$ cat src/rtl/uncached_write_buffer_pkg.sv
// uncached_write_buffer_pkg: drain FSM encoding and queued store entry layout shared by the buffer, its FIFO and the bus interface
package uncached_write_buffer_pkg;
    localparam int SIZE_W = 2;
    localparam int STRB_W = 4;
    localparam int ADDR_W = 32;
    localparam int DATA_W = 32;
    localparam int ENTRY_W = SIZE_W + STRB_W + ADDR_W + DATA_W;
    typedef enum logic [1:0] {IDLE, W_ADDR, W_DATA, R_DATA} state_e;
    typedef struct packed {
        logic [SIZE_W-1:0] size;
        logic [STRB_W-1:0] wstrb;
        logic [ADDR_W-1:0] addr;
        logic [DATA_W-1:0] wdata;
    } entry_t;
endpackage

$ cat src/rtl/uncached_write_buffer_if.sv
// uncached_write_buffer_if: sram-like request bus; master drives req/wr/size/wstrb/addr/wdata, slave answers addr_ok/data_ok/rdata
interface uncached_write_buffer_if;
    import uncached_write_buffer_pkg::*;
    logic              req;
    logic              wr;
    logic [SIZE_W-1:0] size;
    logic [STRB_W-1:0] wstrb;
    logic [ADDR_W-1:0] addr;
    logic [DATA_W-1:0] wdata;
    logic              addr_ok;
    logic              data_ok;
    logic [DATA_W-1:0] rdata;
    modport master (output req, wr, size, wstrb, addr, wdata, input addr_ok, data_ok, rdata);
    modport slave  (input req, wr, size, wstrb, addr, wdata, output addr_ok, data_ok, rdata);
endinterface

$ cat src/rtl/uncached_write_buffer_sync_fifo.sv
// uncached_write_buffer_sync_fifo: DEPTH-entry store queue; ports clk/reset, push+din at tail, pop/dout at head (combinational read), empty/full/count
module uncached_write_buffer_sync_fifo
    import uncached_write_buffer_pkg::*;
#(
    parameter int DEPTH = 4
) (
    input  logic                     clk,
    input  logic                     reset,
    input  logic                     push,
    input  logic                     pop,
    input  entry_t                   din,
    output entry_t                   dout,
    output logic                     empty,
    output logic                     full,
    output logic [$clog2(DEPTH):0]   count
);
    localparam int AW = $clog2(DEPTH);
    entry_t        mem_q [DEPTH];
    logic [AW-1:0] head_q, head_d, tail_q, tail_d;
    logic [AW:0]   count_q, count_d;
    always_comb begin
        head_d  = pop ? head_q + 1'b1 : head_q;
        tail_d  = push ? tail_q + 1'b1 : tail_q;
        count_d = count_q + (AW+1)'(push) - (AW+1)'(pop);
        dout    = mem_q[head_q];
        empty   = count_q == '0;
        full    = count_q == (AW+1)'(DEPTH);
        count   = count_q;
    end
    always_ff @(posedge clk) begin
        if (push) mem_q[tail_q] <= din;
        head_q  <= reset ? '0 : head_d;
        tail_q  <= reset ? '0 : tail_d;
        count_q <= reset ? '0 : count_d;
    end
endmodule

$ cat src/rtl/uncached_write_buffer.sv
// uncached_write_buffer: posts uncached CPU stores into a FIFO and drains them one at a time; reads wait for an empty buffer and pass through
// ports: clk, reset (sync, active high), u = CPU-side sram-like slave, d = bridge-side sram-like master
module uncached_write_buffer
    import uncached_write_buffer_pkg::*;
#(
    parameter int DEPTH = 4
) (
    input  logic                    clk,
    input  logic                    reset,
    uncached_write_buffer_if.slave  u,
    uncached_write_buffer_if.master d
);
    localparam int AW = $clog2(DEPTH);
    state_e      state_q, state_d;
    logic        wack_q, wack_d, rst_q, rst_d;
    logic        blk, mirror, rd_ok, push, pop, empty, full;
    logic [AW:0] count;
    entry_t      head;
    uncached_write_buffer_sync_fifo #(.DEPTH(DEPTH)) u_fifo (
        .clk(clk), .reset(reset), .push(push), .pop(pop),
        .din('{size: u.size, wstrb: u.wstrb, addr: u.addr, wdata: u.wdata}),
        .dout(head), .empty(empty), .full(full), .count(count)
    );
    always_comb begin
        // rst_q keeps both sides quiet for the cycle following reset as well
        rst_d     = reset;
        blk       = reset | rst_q;
        rd_ok     = empty & (state_q == IDLE) & ~wack_q & d.addr_ok;
        u.addr_ok = ~blk & (u.wr ? ~full : rd_ok);
        push      = u.req & u.wr & u.addr_ok;
        pop       = (state_q == W_DATA) & d.data_ok;
        wack_d    = push;
        u.data_ok = ~blk & (wack_q | ((state_q == R_DATA) & d.data_ok));
        u.rdata   = (~blk & (state_q == R_DATA) & d.data_ok) ? d.rdata : '0;
        // reads pass straight through; a pending write ack also holds the read off downstream so no unanswered read is issued
        mirror    = (state_q == IDLE) & empty;
        d.req     = ~blk & (mirror ? u.req & ~u.wr & ~wack_q : state_q == W_ADDR);
        d.wr      = mirror ? u.wr : 1'b1;
        d.size    = mirror ? u.size : head.size;
        d.wstrb   = mirror ? u.wstrb : head.wstrb;
        d.addr    = mirror ? u.addr : head.addr;
        d.wdata   = mirror ? u.wdata : head.wdata;
        state_d   = state_q;
        unique case (state_q)
            IDLE:   state_d = !empty ? W_ADDR : (u.req & ~u.wr & u.addr_ok) ? R_DATA : IDLE;
            W_ADDR: state_d = d.addr_ok ? W_DATA : W_ADDR;
            W_DATA: state_d = !d.data_ok ? W_DATA : (count != (AW+1)'(1) || push) ? W_ADDR : IDLE;
            R_DATA: state_d = d.data_ok ? IDLE : R_DATA;
        endcase
    end
    always_ff @(posedge clk) begin
        rst_q   <= rst_d;
        state_q <= reset ? IDLE : state_d;
        wack_q  <= reset ? 1'b0 : wack_d;
    end
endmodule

$ cat src/flat_wrapper.sv
// flat-port wrapper written by rule: the top's interface ports become plain ports
module uncached_write_buffer_flat import uncached_write_buffer_pkg::*;
#(
    parameter int DEPTH = 4
)
  (clk, reset, u_req, u_wr, u_size, u_wstrb, u_addr, u_wdata, u_addr_ok, u_data_ok, u_rdata, d_req, d_wr, d_size, d_wstrb, d_addr, d_wdata, d_addr_ok, d_data_ok, d_rdata);
  uncached_write_buffer_if u_i ();
  uncached_write_buffer_if d_i ();
  input  logic clk;
  input  logic reset;
  input wire logic [$bits(u_i.req)-1:0] u_req;
  input wire logic [$bits(u_i.wr)-1:0] u_wr;
  input wire logic [$bits(u_i.size)-1:0] u_size;
  input wire logic [$bits(u_i.wstrb)-1:0] u_wstrb;
  input wire logic [$bits(u_i.addr)-1:0] u_addr;
  input wire logic [$bits(u_i.wdata)-1:0] u_wdata;
  output wire logic [$bits(u_i.addr_ok)-1:0] u_addr_ok;
  output wire logic [$bits(u_i.data_ok)-1:0] u_data_ok;
  output wire logic [$bits(u_i.rdata)-1:0] u_rdata;
  output wire logic [$bits(d_i.req)-1:0] d_req;
  output wire logic [$bits(d_i.wr)-1:0] d_wr;
  output wire logic [$bits(d_i.size)-1:0] d_size;
  output wire logic [$bits(d_i.wstrb)-1:0] d_wstrb;
  output wire logic [$bits(d_i.addr)-1:0] d_addr;
  output wire logic [$bits(d_i.wdata)-1:0] d_wdata;
  input wire logic [$bits(d_i.addr_ok)-1:0] d_addr_ok;
  input wire logic [$bits(d_i.data_ok)-1:0] d_data_ok;
  input wire logic [$bits(d_i.rdata)-1:0] d_rdata;
  assign u_i.req = u_req;
  assign u_i.wr = u_wr;
  assign u_i.size = u_size;
  assign u_i.wstrb = u_wstrb;
  assign u_i.addr = u_addr;
  assign u_i.wdata = u_wdata;
  assign u_addr_ok = u_i.addr_ok;
  assign u_data_ok = u_i.data_ok;
  assign u_rdata = u_i.rdata;
  assign d_req = d_i.req;
  assign d_wr = d_i.wr;
  assign d_size = d_i.size;
  assign d_wstrb = d_i.wstrb;
  assign d_addr = d_i.addr;
  assign d_wdata = d_i.wdata;
  assign d_i.addr_ok = d_addr_ok;
  assign d_i.data_ok = d_data_ok;
  assign d_i.rdata = d_rdata;
  uncached_write_buffer #(.DEPTH(DEPTH)) u_core (.clk(clk), .reset(reset), .u(u_i), .d(d_i));
endmodule
$ cat config.mk
export PLATFORM = sky130hd
export DESIGN_NAME = uncached_write_buffer_flat
export DESIGN_NICKNAME = d
export VERILOG_FILES = /design/src/rtl/uncached_write_buffer_pkg.sv /design/src/rtl/uncached_write_buffer_if.sv /design/src/rtl/uncached_write_buffer_sync_fifo.sv /design/src/rtl/uncached_write_buffer.sv /design/src/flat_wrapper.sv
export SDC_FILE = /design/constraint.sdc
export NUM_CORES = 1
export LEC_CHECK = 0
export ABC_AREA = 1
export CAP_MARGIN = 20
export CORE_MARGIN = 1.5
export CORE_UTILIZATION = 30
export CTS_CLUSTER_SIZE = 28
export DETAILED_ROUTE_END_ITERATION = 16
export PLACE_DENSITY_LB_ADDON = 0.08
export SKIP_CTS_REPAIR_TIMING = 1
export SLEW_MARGIN = 20
export SYNTH_ARGS = -nofsm -noshare
export SYNTH_HDL_FRONTEND = slang
export SYNTH_SLANG_ARGS = --single-unit
export TNS_END_PERCENT = 30
$ cat constraint.sdc
create_clock -name clk -period 6.6 [get_ports clk]
set_input_delay 1.32 -clock clk [delete_from_list [all_inputs] [get_ports clk]]
set_output_delay 1.32 -clock clk [all_outputs]
set_load 0.02 [all_outputs]
After elaboration in Yosys (flattened, before gate mapping)
Memory sizes are Yosys's and may differ from the RTL's. A register that Yosys moved wholly into a read port is not among the register bits.
Cells that the tools add are included.
Storage, ports and cells
  logic and storage cells: 59
  RAM bits: 280
  bits of input ports: 108
  bits in registers: 11
  output and inout bits: 106
  memories kept: 1
Memory list
  u_core.u_fifo.mem_q: depth 4, width 70, read ports 1, clocked after memory_dff 1, write ports 1, line uncached_write_buffer_sync_fifo.sv:18  | entry_t mem_q [DEPTH];
Cells by class
  bitwise operators: 21
  muxes and demuxes: 19
  reduce and logical (&&, ||, !) cells: 3
  add/subtract/negate cells: 4
  equal/unequal tests: 5
Operator list (count)
  2-to-1 mux 32 bit: 3
  2-to-1 mux 2 bit: 8
  bitwise AND 1 bit: 15
  one-hot mux 2 bit (4 select lines): 1
  2-to-1 mux 1 bit: 6
  adder 2 x 1 -> 2 bit, second input constant: 2
  equality test 2 bit, second input constant: 2
  2-to-1 mux 4 bit: 1
  NOT 1 bit: 4
  adder 3 x 1 -> 3 bit: 1
  equality test 3 bit, second input constant: 1
  zero test 3 bit: 1
  != test 3 x 1 -> 1 bit, second input constant: 1
  subtractor 3 x 1 -> 3 bit: 1
  equality test 2 x 1 -> 1 bit, second input constant: 1
  zero test 2 bit: 1
  OR 1 bit: 2
  logical OR 1 bit: 1

Logic depth before layout (Yosys ltp)
Gate-level depths: netlist (run 1).
  depth in word-level cells: 11
  mapped depth: 10
  gate-level depth less buffers: 10

By module
Synthesis (run 1) repeated with hierarchy kept, for this count alone.
Second synthesis, totals
  cells, all modules: 1213
  area total of the unflattened synthesis: 13315.3 um^2
By module, submodules not included
  uncached_write_buffer_sync_fifo: area an instance 11913.9 um^2, times used 1, sequential area each 8588.2 um^2, cells an instance 874
  uncached_write_buffer: area an instance 1401.3 um^2, times used 1, sequential area each 80.1 um^2, cells an instance 339

Worst setup path after synthesis (run 1)
OpenSTA, ideal clock, no wires.
  path type: input -> register
  start: input port reset
  end: memory u_core.u_fifo.mem_q[0][0] in the netlist's numbering (enable)
  arrival: 4.618 ns
  stages: 3
  setup time: 0.499 ns
  buffers on the path: 0
  required time: 6.101 ns
  path slack: 1.483 ns
  path through: nor2_2 nand3_2 nor2_1
On the way
  word-level cells in the longest chain between the ends: 6
Ends and longest elaborated chain
  start: declaration: line flat_wrapper.sv:10  | input logic reset;
  OR 1 bit: line uncached_write_buffer.sv:27  | blk = reset | rst_q;
  NOT 1 bit: line uncached_write_buffer.sv:29  | u.addr_ok = ~blk & (u.wr ? ~full : rd_ok);
  bitwise AND 1 bit: line uncached_write_buffer.sv:29
  bitwise AND 1 bit: line uncached_write_buffer.sv:30  | push = u.req & u.wr & u.addr_ok;
  2-to-1 mux 1 bit: line uncached_write_buffer_sync_fifo.sv:31  | if (push) mem_q[tail_q] <= din;
  2-to-1 mux 1 bit (implied by the code): line uncached_write_buffer_sync_fifo.sv:31
  end: declaration: line uncached_write_buffer_sync_fifo.sv:18
No other way between the ends.

==> metrics.md, run 1 <==
| Metric | Value |
|---|---|
| Static Leak | 5.55 nW |
| CTS Sinks | 293 |
| Cell Area, Synth | 12100 µm² |
| Post-synth top area cell | edfxtp_1 |
| Synth Instances | 1069 |
| Number of global-route vias before repair | 8243 |
| Pre-CTS WS | 1.99 ns |
| Crit path required time | 5.28 ns |
| Drt first pass iters | 5 |
| Vert. Die Dim | 204 µm |
| Asr flop ratio synth | 0% |
| Reg2reg start | u_core.u_fifo.count[1]$_SDFF_PP0_ |
| Status | finished, final reports clean |
| CP Max Fanout | 64 |
| DRC | 0 |
| Max rail drop VDD | 248 µV |
| WS Path Type | flip-flop to output port |
| Slew @ Worst Pin | 0.999 ns |
| Clk slew on worst S/H paths | 0.06 ns |
| Root Driver | clkbuf_16 |
| Final setup viols | 0 |
| Setup_tns | 0 ns |
| Crit end category | output port |
| Clock Tree Buf Depth | 3 |
| Most used flip-flop cell after synthesis | edfxtp_1 |
| Crit-path cells | clkinv_2 > buf_4 > o21ai_0 > a31oi_1 > clkdlybuf4s50_1 |
| Most common cell in the synthesized netlist | nor2_1 |
| Sum of buffers and inverters on the critical path | 3 |
| H-tree levels | 2 |
| Initial core utilization | 30.5% |
| Register-to-register setup slack | 4.27 ns |
| FF+latch count, synth | 293 |
| Slew Limit Headroom | 33.4% |
| Critical-path top delay cell | dfxtp_4 |
| CP peak stage delay | 0.85 ns |
| Clock Latency Late Sink | 0.51 ns |
| Row count | 73 |
| Synth top area share | 69.5% |
| Post-DR wirelength/cell | 17.2 µm |
| Number of port buffers | 213 |
| Largest net degree at the start of global routing | 81 |
| Layout Skew | 0.0121 ns |
| Syn nets | 1184 |
| Post-synth EDFFs | 280 |
| Tcrit/Tclk final | 75.6% |
| RSZ-0062 raised after global routing | false |
| Max-cap violations | 0 |
| Fmax | 0.201 GHz |
| Nets | 1385 |
| Yosys warns | 0 |
| Placed standard-cell area | 14800 µm² |
| Worst hold path class | flip-flop to flip-flop |
| Final non-filler cell area | 16000 µm² |
| Fin. Hold Viols | 0 |
| RR Endpoint | u_core.state_q[0]$_SDFF_PP0_ |
| Power density over the cells | 379 nW/µm² |
| Hold_sp | u_core.u_fifo.head_q[0]$_SDFFE_PP0P_ |
| Area growth, synth to finish | 32.0% |
| Share of post-route cells with drive strength above 1 | 5.65% |
| Worst EP arrival | 3.67 ns |
| Core area | 39700 µm² |
| Post-Route WL | 31200 µm |
| Final worst setup slack | 1.61 ns |
| Post-synth cell types | 24 |
| RD Place Congestion | 0.728 |
| First-pass GRT wire length | 47900 µm |
| Slew Viols, Final | 0 |
| Initial DRC count | 466 |
| Syn_area_per_cell | 11.3 µm² |
| Gr usage total | 15.1% |
| Die ar. | 41500 µm² |
| Top Ports | 214 |
| Minimum clock period | 4.99 ns |
| Min Hold Slack | 0.473 ns |
| Top cells by area, synth | edfxtp_1 69%, nor2_1 12%, o21ai_0 6.0% |
| Vias | 8234 |
| Via-to-Cell Ratio | 4.53 |
| HPWL Detailed | 17100 µm |
| Inserted Diodes | 0 |
| Die width | 204 µm |
| Delay-heaviest family, CP | buffers and inverters |
| Hold path depth | 1 |
| Total CTS buffers | 35 |
| Initial antenna violation count | 1 |
| CTS tree | yes |
| DRT antenna net count | 0 |
| Worst r2r path cells | 7 |
| GRT Residual Overflow | 0 |
| # fillers | 3793 |
| Crit start category | flip-flop |
| Post-synth top cells | 394 x nor2_1, 280 x edfxtp_1, 145 x o21ai_0 |
| Post-synthesis sequential area ratio | 71.6% |
placed cells by master (no fill, tap or decap), drive strengths merged:
| cell type | Yosys | routed |
|---|---|---|
| a21boi | 1 | 1 |
| a21oi | 5 | 5 |
| a31oi | 69 | 69 |
| buf | 29 | 15 |
| bufinv | 0 | 6 |
| clkbuf | 35 | 42 |
| clkdlybuf4s50 | 0 | 213 |
| clkinv | 0 | 11 |
| dfxtp | 13 | 13 |
| edfxtp | 280 | 280 |
| fa | 1 | 1 |
| ha | 6 | 6 |
| inv | 58 | 57 |
| nand2 | 22 | 22 |
| nand3 | 3 | 3 |
| nand4 | 1 | 1 |
| nor2 | 395 | 395 |
| nor3 | 1 | 1 |
| o21ai | 145 | 145 |
| o22ai | 2 | 2 |
| xnor2 | 2 | 2 |
| xor2 | 1 | 1 |
state kept, by name (all words and copies together), names as in the netlist, named ones only:
register              count
u_core.u_fifo.head_q      2
u_core.u_fifo.mem_q     280
u_core.u_fifo.count       3
u_core.rst_q              1
u_core.u_fifo.tail_q      2
u_core.wack_q             1
u_core.state_q            2
how the worst max path moves through the flow:
stage | depth (start not counted) | start | end | slack [ns]
global route | 5 | flip-flop | d_wdata[15] | 1.32
finish | 5 | flip-flop | d_wdata[18] | 1.61
floorplan | 3 | reset | u_core.u_fifo.mem_q[0][0]$_DFFE_PP_ | 1.48
CTS | 5 | flip-flop | d_wdata[19] | 1.51
detailed placement | 6 | reset | u_rdata[20] | 1.99
global placement | 6 | reset | u_rdata[9] | 2.07
where the power goes:
group | switching (W) | total (W) | internal [W]
sequential | 0.0000268 | 0.00209 | 0.00206
clock | 0.000710 | 0.00195 | 0.00124
combinational | 0.00118 | 0.00201 | 0.000830
layer usage:
| layer | global-route usage, % | vias to the layer above | wire [µm] |
|---|---|---|---|
| met5 | 0 | - | 13 |
| met4 | 3.70 | 2 | 445 |
| met3 | 3.95 | 35 | 2040 |
| met2 | 24.4 | 230 | 14200 |
| met1 | 20.4 | 3856 | 14500 |
| li1 | - | 4111 | - |
final cells by class:
type                       count  area (µm²)  share of cell area (%)
sequential                   293        8670                    54.3
multi-input combinational    654        2970                    18.6
timing repair buffer         228        2290                    14.3
clock buffer                  42         945                    5.91
tap                          525         657                    4.11
clock inverter                16         221                    1.39
inverter                      58         219                    1.37
metrics by stage:
step / cells / total power [W] / util (%)
finish: 1816 / 0.00606 / 40.2
global route: 1816 / 0.00635 / 40.2
CTS: 1816 / 0.00616 / 40.2
detailed placement: 1758 / 0.00418 / 37.3
global placement: 1757 / 0.00418 / 37.2
floorplan: 1069 / 0.00319 / -
cells by family (layout without fill, tap and decap cells):
| kind of cell | after synthesis | count (layout) | share of synthesized area [%] |
|---|---|---|---|
| xor gates and xnor gates | 3 | 3 | 0.217 |
| DFF | 293 | 293 | 71.6 |
| adders and majority gates | 7 | 7 | 0.786 |
| buffers and inverters | 122 | 344 | 4.12 |
| and+or+nand+nor | 422 | 422 | 13.3 |
| AOI/OAI and AO/OA | 222 | 222 | 9.94 |
(Power assumes the default switching activity.)
==> run 2, diff against run 1 <==
==> constraint.sdc (replaced) <==
create_clock -name clk -period 4.2 [get_ports clk]
set_input_delay 0.84 -clock clk [delete_from_list [all_inputs] [get_ports clk]]
set_output_delay 0.84 -clock clk [all_outputs]
set_load 0.02 [all_outputs]
==> run 2 against run 1 <==
Via count is 0.94% higher. First-iteration DRC count is 8.6% lower. Power up 54%. Hold slack improved by 0.0093 ns. Wire length is 1.2% lower. Cell count barely moved. Highest routed layer unchanged.
==> metrics.md, run 2 (synthesized netlist as in run 1, its figures left out) <==
| Metric | Value |
|---|---|
| Status | finished, final reports clean |
| Layout Skew | 0.00913 ns (-0.00298 ns) |
| Gr usage total | 15.0% (-0.14 points) |
| Core area | 39700 µm² (unchanged) |
| Max rail drop VDD | 294 µV (+18%) |
| Hold_sp | u_core.u_fifo.head_q[0]$_SDFFE_PP0P_ |
| Largest net degree at the start of global routing | 141 (+74%) |
| Share of power burned in registers | 35.1% (+0.6 points) |
| Switching share of power | 32.4% (+0.67 points) |
| Most common library cell in the layout ignoring fill and taps | nor2_1 |
| Post-DR wirelength/cell | 17.0 µm (-1.2%) |
| Crit-path cells | nor2_1 > nand3_4 > buf_12 > a31oi_1 > clkdlybuf4s50_1 |
| Root Driver | clkbuf_16 |
| Pre-CTS WS | 0.552 ns (-1.43 ns) |
| Final Total Pwr | 0.00931 W (+54%) |
| Static Leak | 5.51 nW (-0.64%) |
| Critical-path top delay cell | clkdlybuf4s50_1 |
| Clk slew on worst S/H paths | 0.06 ns (about the same) |
| Final worst setup slack | 0.519 ns (-1.09 ns) |
| RSZ-0062 raised after global routing | false |
| Slew Viols, Final | 0 (unchanged) |
| H-tree levels | 2 (unchanged) |
| CTS tree | yes |
| Post-Route WL | 30800 µm (-1.2%) |
| Worst r2r path cells | 9 (+2) |
| Number of port buffers | 213 (unchanged) |
| Clock Latency Late Sink | 0.51 ns (about the same) |
| Slew @ Worst Pin | 0.835 ns (-0.164 ns) |
| Number of global-route vias before repair | 8352 (+1.3%) |
| DRC | 0 (unchanged) |
| Row count | 73 (unchanged) |
| Sum of buffers and inverters on the critical path | 2 (-1) |
| Commonest cells after routing, fill and taps aside | 390 x nor2_1, 280 x edfxtp_1, 213 x clkdlybuf4s50_1 |
| Max reg flops | 280 (unchanged) |
| Clock share of power | 30.3% (-2.0 points) |
| Max-cap violations | 0 (unchanged) |
| CTS Sinks | 293 (unchanged) |
| Total CTS buffers | 35 (unchanged) |
| Slew Limit Headroom | 44.3% (+11 points) |
| # fillers | 3777 (-0.42%) |
| Crit start category | flip-flop |
| Die width | 204 µm (unchanged) |
| RD Place Congestion | 0.708 (-2.8%) |
| RR Endpoint | u_core.u_fifo.count[2]$_SDFF_PP0_ |
| Initial DRC count | 426 (-8.6%) |
| Share of post-route cells with drive strength above 1 | 5.50% (-0.15 points) |
| Initial core utilization | 30.5% (unchanged) |
| Minimum clock period | 3.68 ns |
| Drt first pass iters | 4 (-1) |
| Crit path required time | 3.36 ns (-1.92 ns) |
| Final non-filler cell area | 15900 µm² (-0.35%) |
| First-pass GRT wire length | 48000 µm (+0.20%) |
| Nets | 1387 (+0.14%) |
| Delay-heaviest family, CP | buffers and inverters |
| WS Path Type | flip-flop to output port |
| Power density over the cells | 585 nW/µm² (+54%) |
| Combinational share of power | 34.7% (+1.4 points) |
| Clock Tree Buf Depth | 3 (unchanged) |
| Via-to-Cell Ratio | 4.58 (+0.99%) |
| Worst EP arrival | 2.84 ns (-0.83 ns) |
| Fin. Hold Viols | 0 (unchanged) |
| Vert. Die Dim | 204 µm (unchanged) |
| NetSw | 0.00302 W (+57%) |
| HPWL Detailed | 16600 µm (-3.4%) |
| Fmax | 0.272 GHz |
| Top Ports | 214 (unchanged) |
| Worst hold path class | flip-flop to flip-flop |
| Vias | 8311 (+0.94%) |
| DRT antenna net count | 0 (unchanged) |
| Reg2reg start | u_core.u_fifo.count[1]$_SDFF_PP0_ |
| Pint | 0.00630 W (+52%) |
| CP Max Fanout | 53 (-17%) |
| Final setup viols | 0 (unchanged) |
| Fin cells | 1815 (-0.055%) |
| Hold path depth | 1 (unchanged) |
| GRT Residual Overflow | 0 (unchanged) |
| CP peak stage delay | 0.66 ns (-0.19 ns) |
| Die ar. | 41500 µm² (unchanged) |
| Crit end category | output port |
| Placed cell count | 1760 (+0.11%) |
| Register-to-register setup slack | 1.97 ns (-2.30 ns) |
| Initial antenna violation count | 1 (unchanged) |
| Worst Hold End | u_core.u_fifo.head_q[0]$_SDFFE_PP0P_ |
| Placed standard-cell area | 14900 µm² (+0.39%) |
| Largest Register | u_core.u_fifo.mem_q |
| Inserted Diodes | 0 (unchanged) |
| Area growth, synth to finish | 31.6% |
| Tcrit/Tclk final | 87.6% |
run 2: through the flow:
| stage | hold WS (ns) | utilization [%] | TNS [ns] |
|---|---|---|---|
| floorplan | 0.444 | - | -122.23 |
| global placement | 0.459 | 37.4 | 0 |
| detailed placement | 0.477 | 37.4 | 0 |
| CTS | 0.487 | 40.1 | 0 |
| global route | 0.519 | 40.1 | 0 |
| finish | 0.482 | 40.1 | 0 |
run 2: cell type report:
type | count | area (µm²) | area share [%]
Sequential cell | 293 | 8670 | 54.5
Tap cell | 525 | 657 | 4.13
Multi-Input combinational cell | 654 | 2970 | 18.7
Clock inverter | 9 | 92.6 | 0.582
Clock buffer | 46 | 960 | 6.03
Timing Repair Buffer | 230 | 2350 | 14.7
Inverter | 58 | 219 | 1.38
run 2: layer usage:
metal / up-vias / track usage [%] / wire (µm) / part of all wire [%]
met5: - / 0 / 17 / 0.055
met4: 2 / 4.18 / 620 / 2.0
met3: 46 / 3.57 / 1870 / 6.1
met2: 212 / 24.6 / 14200 / 46
met1: 3932 / 19.8 / 14100 / 46
li1: 4119 / - / - / -
run 2: power by group through the flow:
stage,Combinational (W),Clock (W),Sequential (W)
after floorplan,0.00170,0,0.00332
after global placement,0.00329,0,0.00332
after detailed placement,0.00328,0,0.00332
after CTS,0.00330,0.00292,0.00326
after global routing,0.00349,0.00301,0.00327
final,0.00323,0.00282,0.00326
run 2: how the worst max path moves through the flow:
| stage | startpoint | end | slack (ns) | depth (start not counted) |
|---|---|---|---|---|
| floorplan | reset | u_core.u_fifo.mem_q[0][0]$_DFFE_PP_ | -0.44 | 3 |
| global placement | reset | u_rdata[17] | 0.60 | 6 |
| detailed placement | reset | u_rdata[10] | 0.55 | 6 |
| CTS | u_core.u_fifo.count[1]$_SDFF_PP0_ | d_wstrb[2] | 0.47 | 5 |
| global route | u_core.u_fifo.count[1]$_SDFF_PP0_ | d_wstrb[2] | 0.30 | 5 |
| finish | u_core.u_fifo.count[1]$_SDFF_PP0_ | d_wstrb[2] | 0.52 | 5 |
